## config.mk

```make
export PLATFORM = sky130hd
export DESIGN_NAME = sdft_sequencer
export DESIGN_NICKNAME = d
export VERILOG_FILES = /design/src/rtl/sdft_sequencer.sv
export SDC_FILE = /design/constraint.sdc
export NUM_CORES = 1
export LEC_CHECK = 0
export ABC_AREA = 1
export BUFFER_PORTS_ARGS = -buffer_cell sky130_fd_sc_hd__buf_2
export CAP_MARGIN = 25
export CORE_MARGIN = 2
export CORE_UTILIZATION = 45
export DETAILED_ROUTE_END_ITERATION = 7
export GPL_TIMING_DRIVEN = 0
export PLACE_DENSITY_LB_ADDON = 0.1
export SLEW_MARGIN = 10
export SYNTH_ARGS = -nofsm -noshare
export SYNTH_HDL_FRONTEND = slang
export SYNTH_SLANG_ARGS = --single-unit
export TNS_END_PERCENT = 30
```

## constraint.sdc

```tcl
create_clock -name clk -period 1.8 [get_ports clk]
set_input_delay 0.09 -clock clk [delete_from_list [all_inputs] [get_ports clk]]
set_output_delay 0.09 -clock clk [all_outputs]
set_load 0.005 [all_outputs]
```

## src/rtl/sdft_sequencer.sv

```systemverilog
// Sample FIFO and start/ready launcher in front of the sliding DFT core; tracks window priming and frame completion.
// Optional build macro SEQ_DECIMATE_EN: keep only every decim-th accepted input sample.
module sdft_sequencer #(
    parameter int data_width = 8,
    parameter int freq_bins  = 128,
    parameter int fifo_depth = 4,
    parameter int decim      = 4
) (
    input  logic                         clk,
    input  logic                         reset,
    input  logic signed [data_width-1:0] in_sample,
    input  logic                         in_valid,
    output logic                         in_ready,
    output logic signed [data_width-1:0] sdft_sample,
    output logic                         sdft_start,
    input  logic                         sdft_ready,
    output logic                         spectrum_valid,
    output logic                         frame_tick,
    output logic                         overrun,
    output logic                         busy
);
    localparam int CW = $clog2(freq_bins);
    localparam int PW = $clog2(fifo_depth);
    localparam int NW = PW + 1;

    typedef enum logic [1:0] {IDLE, LAUNCH, RUN} state_t;

    state_t                       state_q, state_d;
    logic [PW-1:0]                wr_ptr_q, wr_ptr_d;
    logic [PW-1:0]                rd_ptr_q, rd_ptr_d;
    logic [NW-1:0]                count_q, count_d;
    logic [CW-1:0]                cnt_q, cnt_d;
    logic signed [data_width-1:0] sample_q, sample_d;
    logic                         start_q, start_d;
    logic                         sv_q, sv_d;
    logic                         tick_q, tick_d;
    logic                         ovr_q, ovr_d;
    logic signed [data_width-1:0] mem_q [fifo_depth];

    logic full, empty, accept, wr_en, pop;

    assign full   = (count_q == NW'(fifo_depth));
    assign empty  = (count_q == '0);
    assign accept = in_valid && !full;
    // Launch only when the core is idle; a core that is already busy blocks the pop.
    assign pop    = (state_q == IDLE) && !empty && sdft_ready;

`ifdef SEQ_DECIMATE_EN
    localparam int DW = (decim > 1) ? $clog2(decim) : 1;
    logic [DW-1:0] dec_q, dec_d;

    always_comb begin
        dec_d = dec_q;
        if (accept) begin
            dec_d = (dec_q == DW'(decim - 1)) ? '0 : dec_q + 1'b1;
        end
    end

    assign wr_en = accept && (dec_q == '0);

    always_ff @(posedge clk or posedge reset) begin
        if (reset) dec_q <= '0;
        else       dec_q <= dec_d;
    end
`else
    // decim is irrelevant here; only its legality is folded in.
    assign wr_en = accept && (decim >= 1);
`endif

    always_comb begin
        state_d  = state_q;
        wr_ptr_d = wr_ptr_q;
        rd_ptr_d = rd_ptr_q;
        count_d  = count_q;
        cnt_d    = cnt_q;
        sample_d = sample_q;
        start_d  = start_q;
        sv_d     = sv_q;
        tick_d   = 1'b0;
        ovr_d    = ovr_q;

        if (wr_en) wr_ptr_d = wr_ptr_q + 1'b1;
        if (pop)   rd_ptr_d = rd_ptr_q + 1'b1;
        case ({wr_en, pop})
            2'b10:   count_d = count_q + 1'b1;
            2'b01:   count_d = count_q - 1'b1;
            default: count_d = count_q;
        endcase
        if (in_valid && full) ovr_d = 1'b1;

        unique case (state_q)
            IDLE: begin
                if (pop) begin
                    sample_d = mem_q[rd_ptr_q];
                    start_d  = 1'b1;
                    state_d  = LAUNCH;
                end
            end
            LAUNCH: begin
                if (!sdft_ready) begin
                    start_d = 1'b0;
                    state_d = RUN;
                end
            end
            RUN: begin
                if (sdft_ready) begin
                    cnt_d   = cnt_q + 1'b1;
                    state_d = IDLE;
                    if (cnt_q == CW'(freq_bins - 1)) begin
                        tick_d = 1'b1;
                        sv_d   = 1'b1;
                    end
                end
            end
            default: state_d = IDLE;
        endcase
    end

    always_ff @(posedge clk or posedge reset) begin
        if (reset) begin
            state_q  <= IDLE;
            wr_ptr_q <= '0;
            rd_ptr_q <= '0;
            count_q  <= '0;
            cnt_q    <= '0;
            sample_q <= '0;
            start_q  <= 1'b0;
            sv_q     <= 1'b0;
            tick_q   <= 1'b0;
            ovr_q    <= 1'b0;
        end else begin
            state_q  <= state_d;
            wr_ptr_q <= wr_ptr_d;
            rd_ptr_q <= rd_ptr_d;
            count_q  <= count_d;
            cnt_q    <= cnt_d;
            sample_q <= sample_d;
            start_q  <= start_d;
            sv_q     <= sv_d;
            tick_q   <= tick_d;
            ovr_q    <= ovr_d;
        end
    end

    // Storage needs no reset: entries are only read after being written.
    always_ff @(posedge clk) begin
        if (wr_en) mem_q[wr_ptr_q] <= in_sample;
    end

    assign in_ready       = !full;
    assign sdft_sample    = sample_q;
    assign sdft_start     = start_q;
    assign spectrum_valid = sv_q;
    assign frame_tick     = tick_q;
    assign overrun        = ovr_q;
    assign busy           = (state_q != IDLE) || !empty;
endmodule
```

# --- Yosys cells after proc, flatten, opt, wreduce, memory -nomap -nowiden ---
# Memories as Yosys holds them, arrays and structs flattened. A register that Yosys moved wholly into a read port is not among the register bits.
# Cells that the tools add are included.
op_classes:
  add_sub_neg: 5
  n_eq_ne: 9
  muxes: 13
  reduce_logical: 17
ops:
  columns: ["operator", "count"]
  rows:
  - ["3-bit AND reduction", 3]
  - ["7-bit by 1-bit adder with 7-bit output (second input constant)", 1]
  - ["7-bit == test (second input constant)", 1]
  - ["1-bit 2-to-1 mux", 7]
  - ["2-bit 2-to-1 mux", 3]
  - ["2-bit inequality test (second input constant)", 3]
  - ["2-bit one-hot mux with 3 select lines", 1]
  - ["3-bit one-hot mux with 2 select lines", 1]
  - ["2-bit nonzero test", 3]
  - ["2-bit by 1-bit adder with 2-bit output (second input constant)", 2]
  - ["2-bit by 1-bit == test with 1-bit output (second input constant)", 2]
  - ["2-bit == test (second input constant)", 2]
  - ["1-bit logical AND", 4]
  - ["2-bit AND reduction", 2]
  - ["3-bit by 1-bit adder with 3-bit output (second input constant)", 1]
  - ["3-bit == test (second input constant)", 1]
  - ["3-bit zero test", 1]
  - ["3-bit by 1-bit subtractor with 3-bit output (second input constant)", 1]
  - ["1-bit zero test", 2]
  - ["2-bit zero test", 1]
  - ["1-bit one-hot mux with 2 select lines", 1]
  - ["1-bit logical OR", 1]
word_totals:
  reg_bits: 20
  mem_bits_rw: 32
  in_bits: 12
  out_inout_bits: 14
  mem_count: 1
memory_table:
  columns: ["name", "depth", "width", "rd", "rd_ports_with_merged_regs", "write_ports", "line", "text"]
  rows:
  - ["mem_q", 4, 8, 1, 1, 1, "38", "logic signed [data_width-1:0] mem_q [fifo_depth];"]

# --- Depth between registers and ports, before layout ---
# Gate-level depths: netlist of the first run.
logic_depth:
  word_depth: 6
  depth_mapped: 10

# --- Least setup slack after synthesis of the first run ---
# No wires, ideal clock.
synth_timing:
  path_kind: "reg2reg"
  from: "register count_q[0]"
  to: "register count_q[2]"
  setup_ps: 79
  arrival_time_ps: 1807
  required_ps: 1721
  setup_slack_ps: -86
  path_stages_with_launch: 10
  synth_period_minus_slack_ps: 1886
  cell_sequence: "dfrtp_1 -> inv_1 -> nand3_2 -> nand2_2 -> ha_1 -> inv_1 -> fa_1 -> or2_2 -> nand2_1 -> xor2_1"
synth_rtl:
  columns: ["item", "line", "text"]
  rows:
  - ["start, declared", "31", "logic [NW-1:0] count_q, count_d;"]
  - ["start signal, assigned", "135", "count_q <= count_d;"]
  - ["3-bit == test (*)", "42", "assign full = (count_q == NW'(fifo_depth));"]
  - ["1-bit zero test (*)", null, null]
  - ["net in_ready", "13", "output logic in_ready,"]
  - ["1-bit logical AND (*)", "44", "assign accept = in_valid && !full;"]
  - ["2-bit by 1-bit == test with 1-bit output / 2-bit == test (equally long branches)", "84", "case ({wr_en, pop})"]
  - ["3-bit one-hot mux with 2 select lines / 2-bit nonzero test (equally long branches)", null, null]
# Mark *: on every way through the listed nets, which the timed path passes. The rest lies on a longest branch.
# A chain may end at the register's enable or synchronous reset.

# --- Final worst setup path of the first run ---
layout_timing:
  from: "register count_q[1]"
  to: "register count_q[2]"
layout_via:
  elab_chain_len: 6
layout_rtl:
  columns: ["item", "line", "text"]
  rows:
  - ["3-bit zero test", "43", "assign empty = (count_q == '0);"]
  - ["1-bit zero test", "46", "assign pop = (state_q == IDLE) && !empty && sdft_ready;"]
  - ["1-bit logical AND (2 in series)", "46", null]
  - ["2-bit by 1-bit == test with 1-bit output / 2-bit == test (equally long branches)", "84", null]
  - ["3-bit one-hot mux with 2 select lines / 2-bit nonzero test (equally long branches)", null, null]
# Several ways; a longest one is shown, not always the timed one.

==> metrics.cfg, run 1 <==
[global_route]
grt_start_max_net_pins = 18
grt_first_pass_wirelength_um = 7860
grt_overflow = 0
grt_pass1_vias = 1602
antenna_found_initial = 0
grtUsageTotal_pct = 17.2

[setup_path]
slowest_stage = dfrtp_1
crit_path_end_kind = flop
arrival_ps = 2040
crit_type = reg2reg
critical_path_required_ps = 2060
timing.critical_path.mode_cell = inv_2
worstPathCellList = inv_2 > nand3_4 > nand2_4 > ha_4 > inv_2 > fa_2 > or2_4 > nand2_1 > xor2_1
max_stage_delay_ps = 400
cp-start-kind = flop
cp_max_fo = 6

[pwr]
irDropWorstVdd_mv = 0.809
p_per_area_mw_per_mm2 = 1600
p_total_w = 0.00516
leakage_nw = 1.44

[floorplan]
rows = 27
die-area_mm2 = 0.00635
die_x_um = 79.7
core-area_mm2 = 0.00551
pin_count = 26
fp.dieH_um = 79.7
initial_core_util_pct = 46.8

[cells_and_area]
final_common_cell = nand2_1
syn_to_final_growth_pct = 24.8
diodes = 0
drive_gt1_share_pct = 28.2
final_nets = 301
finalNonFillerCells = 359
layout_common_cells = nand2_1, edfxtp_1, dfrtp_1, buf_2
fillers = 471

[flow_run]
cap_viol_max_count = 0

[yosys]
synth_warnings = 0
synthAdderAreaFrac_pct = 3.69
synthesis.nets = 248
synth_compound_area_share_pct = 4.71
synthSimpleGateAreaFrac_pct = 18.5
synth.avg_cell_area_um2 = 11.3
synth_seq_cells = 60
netlist_instances = 229
synth_area_mm2 = 0.00258
ys_seq_area_share_pct = 64.4
synthXorXnorAreaFrac_pct = 2.72
muxShareOfSynthArea_pct = 0
synth_top_family_by_area = simple AND/OR/NAND/NOR gates
ys_types = 27

[min_path]
holdCritPathClass = in2reg

[detailed_routing]
wl_per_cell_um = 12.8
first_pass_iters = 6
drt_wl_total_um = 4610
first_iter_violations = 82
drc = 0
vias = 1638
ant_nets = 0
viasPerCell = 4.56

[clock_network]
cts_buffers = 9
cts.path.max_buffers = 2
cts_root_buf = clkbuf_8
clk_latency_ps = 340
clk_pin_slew_worst_paths_ps = 60
cts.sinks = 60
cts_max_level = 3
cts_tree = done

[place]
dp_cells = 327
place_congestion = 0.689
dp_hpwl_um = 3040
port_buffers = 25

[sta]
rsz0062_at_grt = true
relSlewSlack_pct = 47.2
fin_crit_ps = 1780
fmax_mhz = 561
tns_ps = 0
setup_viol = 0
maxSlewViolCount = 0
finClkSkew_ps = 7.85
hold_viol_final = 0
fin_crit_sh_pct = 99.0
worst_pin_slew_ps = 790

[run_status]
outcome = completed

## cell usage after synthesis, drive strengths merged
master | number | area, um^2
a21oi | 4 | 23.8
buf | 6 | 53.8
dfrtp | 28 | 701
edfxtp | 32 | 961
fa | 1 | 20.0
ha | 6 | 75.1
inv | 26 | 100
nand2 | 66 | 250
nand3 | 24 | 148
nand4 | 2 | 12.5
nor2 | 11 | 53.8
o21ai | 12 | 90.1
o21bai | 1 | 7.51
or2 | 2 | 12.5
xnor2 | 4 | 35.0
xor2 | 4 | 35.0
## final timing paths
check	startpoint	to	slack, ps	depth (start not counted)
max in group asynchronous	reset	overrun$_DFFE_PP0P_	980	4
worst min register to register	cnt_q[4]$_DFFE_PP0P_	cnt_q[4]$_DFFE_PP0P_	470	1
min in group asynchronous	reset	frame_tick$_DFF_PP0_	340	3
worst max-delay path	count_q[1]$_DFFE_PP0P_	count_q[2]$_DFFE_PP0P_	20	9
worst max register to register	count_q[1]$_DFFE_PP0P_	count_q[2]$_DFFE_PP0P_	20	9
worst min-delay path	in_valid	overrun$_DFFE_PP0P_	30	3
## registers in the layout, summed over array words and instances, names as in the netlist
| register | count |
|---|---|
| spectrum_valid | 1 |
| cnt_q | 7 |
| wr_ptr_q | 2 |
| frame_tick | 1 |
| rd_ptr_q | 2 |
| sdft_start | 1 |
| sdft_sample | 8 |
| state_q | 2 |
| mem_q | 32 |
| overrun | 1 |
| count_q | 3 |
## worst max-delay path, delay by kind of cell (launching register included)
| family | cells | cell delay, ps |
|---|---|---|
| xor gates and xnor gates | 1 | 150 |
| adders and majority gates | 2 | 470 |
| buffers and inverters | 2 | 160 |
| DFF | 1 | 400 |
| and+or+nand+nor | 4 | 530 |
## timing repair
action / CTS / global route
setup buffers: 4 / 2
endpoints found under the hold margin: 44 / 0
hold buffers: 10 / 0
pin swaps: 2 / 1
resized for setup: 5 / 0
setup endpoints to repair: 1 / 25
## layout make-up
cell class | count | area, um^2 | share of cell area, %
clock inverters | 7 | 91.3 | 2.84
clock buffers | 9 | 124 | 3.85
flip-flops and latches | 60 | 1660 | 51.7
well taps | 72 | 90.1 | 2.80
inverters | 26 | 100 | 3.11
multi-input cells | 137 | 798 | 24.8
plain buffers | 6 | 53.8 | 1.67
repair buffers | 42 | 298 | 9.25
## layer usage
layer  part of all wire, %  routed length (um)  global-route usage (%)  up-vias
li1                      -                   -                       -      856
met5                     0                   0                       0        -
met4                   1.7                  78                    6.72        0
met1                    46                2110                    21.4      741
met3                   4.6                 213                    6.33        8
met2                    48                2200                    27.3       33
## report_power, final
| part | leakage (nW) | internal, W | switching (W) | total, W |
|---|---|---|---|---|
| Sequential | 0.625 | 0.00185 | 0.000186 | 0.00204 |
| Combinational | 0.703 | 0.000750 | 0.00107 | 0.00182 |
| Clock | 0.111 | 0.000773 | 0.000525 | 0.00130 |
## metrics by stage
stage / setup slack, ps / utilization (%) / instance area (um^2) / hold WS, ps
final: 18.7 / 58.4 / 3220 / 32.9
after global routing: -45.4 / 58.4 / 3220 / 34.8
after floorplan: 39.4 / - / 2600 / 153
after detailed placement: -102 / 51.6 / 2840 / 169
after global placement: -66.2 / 51.1 / 2820 / 309
after CTS: 10.9 / 58.2 / 3200 / 19.0
## logic make-up (layout without fill, tap and decap cells)
kind of cell | count (synthesis) | in the layout
DFF | 60 | 60
xor gates and xnor gates | 8 | 8
and+or+nand+nor | 105 | 105
adders and majority gates | 7 | 7
buffers and inverters | 32 | 90
AOI/OAI and AO/OA | 17 | 17
(Power assumes the default switching activity.)
==> run 2: changes to the inputs <==
CORE_ASPECT_RATIO = 1.75   (was unset)
==> run 2 against run 1 <==
Against the previous run: sequential power barely moved; first-iteration DRC count fell by 29%; sequential cell count did not move; via count rose by 2.7%; total power rose by 2.5%; wire length rose by 3.9%; combinational power barely moved; hold slack got worse by 3.2 ps; global-route usage fell by 0.22 points; critical endpoint unchanged.
==> metrics.cfg, run 2 (same netlist as run 1, synthesis figures left out) <==
[run_status]
outcome = completed

[detailed_routing]
viasPerCell = 4.65
vias = 1683
ant_nets = 0
wl_per_cell_um = 13.2
first_pass_iters = 4
drt_wl_total_um = 4790
drc = 0
first_iter_violations = 58

[pwr]
share_comb_of_total_power_pct = 34.1
irDropWorstVdd_mv = 0.914
power_frac_seq_pct = 38.9
power_frac_clock_pct = 27.0
p_total_w = 0.00529
leakage_nw = 1.44
swShare_pct = 33.8
p_sw_w = 0.00179
p_int_w = 0.00350
p_per_area_mw_per_mm2 = 1630

[floorplan]
die-area_mm2 = 0.00638
initial_core_util_pct = 46.5
fp.dieH_um = 104
core-area_mm2 = 0.00554
die_x_um = 61.2
pin_count = 26
rows = 36

[flow_run]
cap_viol_max_count = 0

[cells_and_area]
final_nets = 300
syn_to_final_growth_pct = 25.5
regMostFlops = mem_q
final_common_cell = nand2_1
diodes = 0
largest_reg_flops = 32
layout_common_cells = nand2_1, edfxtp_1, dfrtp_1, buf_2
drive_gt1_share_pct = 29.4

[min_path]
holdCritPathClass = in2reg
holdPathEnd = overrun$_DFFE_PP0P_
whs_path_depth = 3
min_from = in_valid

[sta]
hold_viol_final = 0
worst_pin_slew_ps = 874
setup_viol = 0
fmax_mhz = 559
tns_ps = 0
fin_crit_sh_pct = 99.4
finClkSkew_ps = 7.37
relSlewSlack_pct = 41.5
fin_crit_ps = 1790
maxSlewViolCount = 0
rsz0062_at_grt = true

[global_route]
grt_first_pass_wirelength_um = 7650
grtUsageTotal_pct = 17.0
grt_overflow = 0
grt_pass1_vias = 1681
grt_start_max_net_pins = 20
antenna_found_initial = 0

[setup_path]
r2r_cells = 9
arrival_ps = 2040
critical_path_required_ps = 2050
crit_path_end_kind = flop
crit_type = reg2reg
cp_max_fo = 4
worstReg2RegStart = count_q[1]$_DFFE_PP0P_
cp-start-kind = flop
r2r-end = count_q[2]$_DFFE_PP0P_
r2r_slack_ps = 10

[place]
dp_hpwl_um = 3110
place_congestion = 0.691
port_buffers = 25

[clock_network]
cts_max_level = 3
cts.path.max_buffers = 2
cts_root_buf = clkbuf_8
clk_latency_ps = 330
cts_buffers = 9
clk_pin_slew_worst_paths_ps = 70
cts.sinks = 60
cts_tree = done

-- run 2: routing by layer --
metal	track usage (%)	up-vias	wire length [um]
met3	4.35	8	160
met4	8.23	0	80
met2	29.3	26	2680
met1	18.2	796	1860
met5	0	-	0
li1	-	853	-
-- run 2: how the worst max path moves through the flow --
stage / cells past startpoint / to / from
2_1_floorplan: 9 / count_q[2]$_DFFE_PP0P_ / state_q[1]$_DFFE_PP0P_
3_3_place_gp: 9 / count_q[2]$_DFFE_PP0P_ / state_q[1]$_DFFE_PP0P_
3_5_place_dp: 9 / count_q[2]$_DFFE_PP0P_ / state_q[1]$_DFFE_PP0P_
4_1_cts: 9 / count_q[2]$_DFFE_PP0P_ / count_q[1]$_DFFE_PP0P_
5_1_grt: 9 / count_q[2]$_DFFE_PP0P_ / count_q[1]$_DFFE_PP0P_
6_report: 9 / count_q[2]$_DFFE_PP0P_ / count_q[1]$_DFFE_PP0P_
-- run 2: power groups by stage --
stage                     sequential (W)  clock, W  combinational, W
after floorplan                  0.00204         0           0.00124
after global placement           0.00207         0           0.00167
after detailed placement         0.00207         0           0.00171
after CTS                        0.00206   0.00146           0.00179
after global routing             0.00210   0.00151           0.00202
final                            0.00206   0.00143           0.00180
-- run 2: metrics by stage --
stage | cell area, um^2 | worst slack [ps] | hold slack [ps] | util, % | std cells
5_1_grt | 3240 | -72.6 | 48.4 | 58.4 | 362
3_5_place_dp | 2850 | -133 | 132 | 51.4 | 331
6_report | 3240 | 11.2 | 29.7 | 58.4 | 362
4_1_cts | 3220 | -11.8 | 19.2 | 58.1 | 360
2_1_floorplan | 2600 | 39.4 | 153 | - | 229
3_3_place_gp | 2820 | -79.2 | 303 | 50.9 | 330
-- run 2: area by class of cell --
class / count / area, um^2
plain buffers: 6 / 53.8
clock buffers: 9 / 124
clock inverters: 7 / 115
fillers: 471 / 2300
inverters: 26 / 100
multi-input cells: 137 / 798
flip-flops and latches: 60 / 1660
well taps: 76 / 95.1
repair buffers: 41 / 288
-- run 2: what timing repair did --
action	in CTS	in global routing
hold buffers	9	0
endpoints found under the setup margin	9	9
buffers inserted	4	2
pin swaps	3	1
gates resized for setup	5	2
hold endpoints to repair	41	0
-- run 2: critical path, stage by stage, from the launching register on --
cell and delay [ps]:
dfrtp_1 400, inv_2 100, nand3_2 120, nand2_4 110, ha_4 130, inv_2 40
fa_2 330, or2_4 250, nand2_1 70, xor2_1 150
==> run 3: changes to the inputs <==
CTS_BUF_LIST = sky130_fd_sc_hd__clkbuf_8 sky130_fd_sc_hd__clkbuf_16   (was unset)
PLACE_DENSITY = 0.65   (was unset)
PLACE_DENSITY_LB_ADDON = unset   (was 0.1)
==> run 3 against run 2 <==
Against the previous run: fmax is 1.9% higher; non-clock buffer count is 4 higher; first-iteration DRC count is 6.9% lower; final cell count is 1.1% higher; sequential power hardly changed; highest routed layer unchanged; sequential cell count stayed put; combinational power is 4% higher; worst setup slack better by 34 ps; wire length is 2.2% lower; register-to-register slack better by 30 ps; clock skew hardly changed.
==> metrics.cfg, run 3 (same netlist as run 1, synthesis figures left out) <==
[setup_path]
crit_type = reg2reg
worstReg2RegStart = count_q[2]$_DFFE_PP0P_
cp-start-kind = flop
cp_max_fo = 3
arrival_ps = 2020
critPathLaunch = count_q[2]$_DFFE_PP0P_
critical_path_required_ps = 2060
crit_path_end_kind = flop

[cells_and_area]
final_common_cell = nand2_1
largest_reg_flops = 32
regMostFlops = mem_q
syn_to_final_growth_pct = 26.8
final_nets = 304
layout_common_cells = nand2_1, edfxtp_1, dfrtp_1, buf_2, inv_1
fillers = 488
drive_gt1_share_pct = 31.0
fin_area_mm2 = 0.00327
diodes = 0

[global_route]
grt_start_max_net_pins = 19
grtUsageMet3_pct = 4.60
grt_first_pass_wirelength_um = 7400
antenna_found_initial = 0
grt_use_met2_pct = 26.1
grt_pass1_vias = 1618
gr-max-usage-layer = met2
grtUsageTotal_pct = 16.1
grt_overflow = 0
grt_use_met1_pct = 18.5

[pwr]
p_sw_w = 0.00182
p_int_w = 0.00343
share_comb_of_total_power_pct = 35.7
p_per_area_mw_per_mm2 = 1610
leakage_nw = 1.45
power_frac_seq_pct = 39.0
power_frac_clock_pct = 25.3
p_total_w = 0.00526
irDropWorstVdd_mv = 0.771
swShare_pct = 34.7

[detailed_routing]
first_iter_violations = 54
vias = 1677
first_pass_iters = 4
ant_nets = 0
drc = 0
wl_per_cell_um = 12.8
viasPerCell = 4.58
drt_wl_total_um = 4680

[floorplan]
rows = 36
pin_count = 26
initial_core_util_pct = 46.5
die-area_mm2 = 0.00638
die_x_um = 61.2
core-area_mm2 = 0.00554
fp.dieH_um = 104

[sta]
worst_pin_slew_ps = 843
fin_crit_sh_pct = 97.5
maxSlewViolCount = 0
finClkSkew_ps = 7.42
rsz0062_at_grt = true
hold_ws_ps = 26.2
relSlewSlack_pct = 43.6
finalWorstSetupSlack_ps = 44.9
fin_crit_ps = 1760
hold_viol_final = 0
setup_viol = 0
fmax_mhz = 570

[place]
pre_cts_slack_ps = -108
dpl_cell_area_mm2 = 0.00285
port_buffers = 25
place_congestion = 0.692
dp_hpwl_um = 3200

[clock_network]
cts_buffers = 9
cts.sinks = 60
cts_max_level = 3
cts_tree = done
clk_latency_ps = 330
cts_root_buf = clkbuf_8
cts.path.max_buffers = 2
clk_pin_slew_worst_paths_ps = 70

[run_status]
outcome = completed

[flow_run]
cap_viol_max_count = 0

[min_path]
min_from = in_valid
holdCritPathClass = in2reg

==> run 3: critical path, cell delays in order (launching register included) <==
cell	delay [ps]
dfrtp_1	410
inv_2	70
nand3_2	90
nand3_2	80
inv_2	90
ha_4	120
inv_2	40
fa_2	330
or2_4	250
nand2_2	70
xor2_1	130
==> run 3: power by group through the flow <==
stage	registers (W)	logic [W]	clock network [W]
4_1_cts	0.00206	0.00180	0.00137
3_5_place_dp	0.00207	0.00170	0
2_1_floorplan	0.00204	0.00124	0
6_report	0.00205	0.00188	0.00133
3_3_place_gp	0.00206	0.00166	0
5_1_grt	0.00209	0.00212	0.00142
==> run 3: worst paths after layout <==
kind / slack (ps) / to / depth (start not counted)
min in group asynchronous: 320 / sdft_sample[1]$_DFFE_PP0P_ / 3
max in group asynchronous: 1000 / state_q[1]$_DFFE_PP0P_ / 4
worst min register to register: 460 / spectrum_valid$_DFFE_PP0P_ / 2
worst max register to register: 40 / count_q[2]$_DFFE_PP0P_ / 10
worst max-delay path: 40 / count_q[2]$_DFFE_PP0P_ / 10
worst min-delay path: 30 / overrun$_DFFE_PP0P_ / 3
==> run 3: layout make-up <==
cell class / instances / area, um^2 / area share (%)
Clock buffer: 9 / 124 / 3.79
Inverter: 26 / 100 / 3.06
Tap cell: 76 / 95.1 / 2.91
Sequential cell: 60 / 1660 / 50.8
Multi-Input combinational cell: 137 / 813 / 24.9
Clock inverter: 7 / 101 / 3.10
Buffer: 6 / 53.8 / 1.64
Timing Repair Buffer: 45 / 320 / 9.79
==> run 3: per-stage QoR <==
| stage | setup TNS (ps) | util, % | cells |
|---|---|---|---|
| after floorplan | 0 | - | 229 |
| after global placement | -81.4 | 50.9 | 330 |
| after detailed placement | -108 | 51.4 | 331 |
| after CTS | 0 | 57.9 | 361 |
| after global routing | -58.7 | 59.0 | 366 |
| final | 0 | 59.0 | 366 |
==> run 3: layer usage <==
metal / vias to the layer above / routed length, um / share of wire, %
li1: 861 / - / -
met1: 775 / 1840 / 39
met2: 35 / 2580 / 55
met3: 6 / 176 / 3.8
met4: 0 / 85 / 1.8
met5: - / 0 / 0
==> run 3: repair_timing <==
action,CTS,global route
pin swaps,2,4
hold endpoints to repair,43,0
hold buffers,10,0
setup buffers,4,5
endpoints found under the setup margin,1,17
resized for setup,3,7
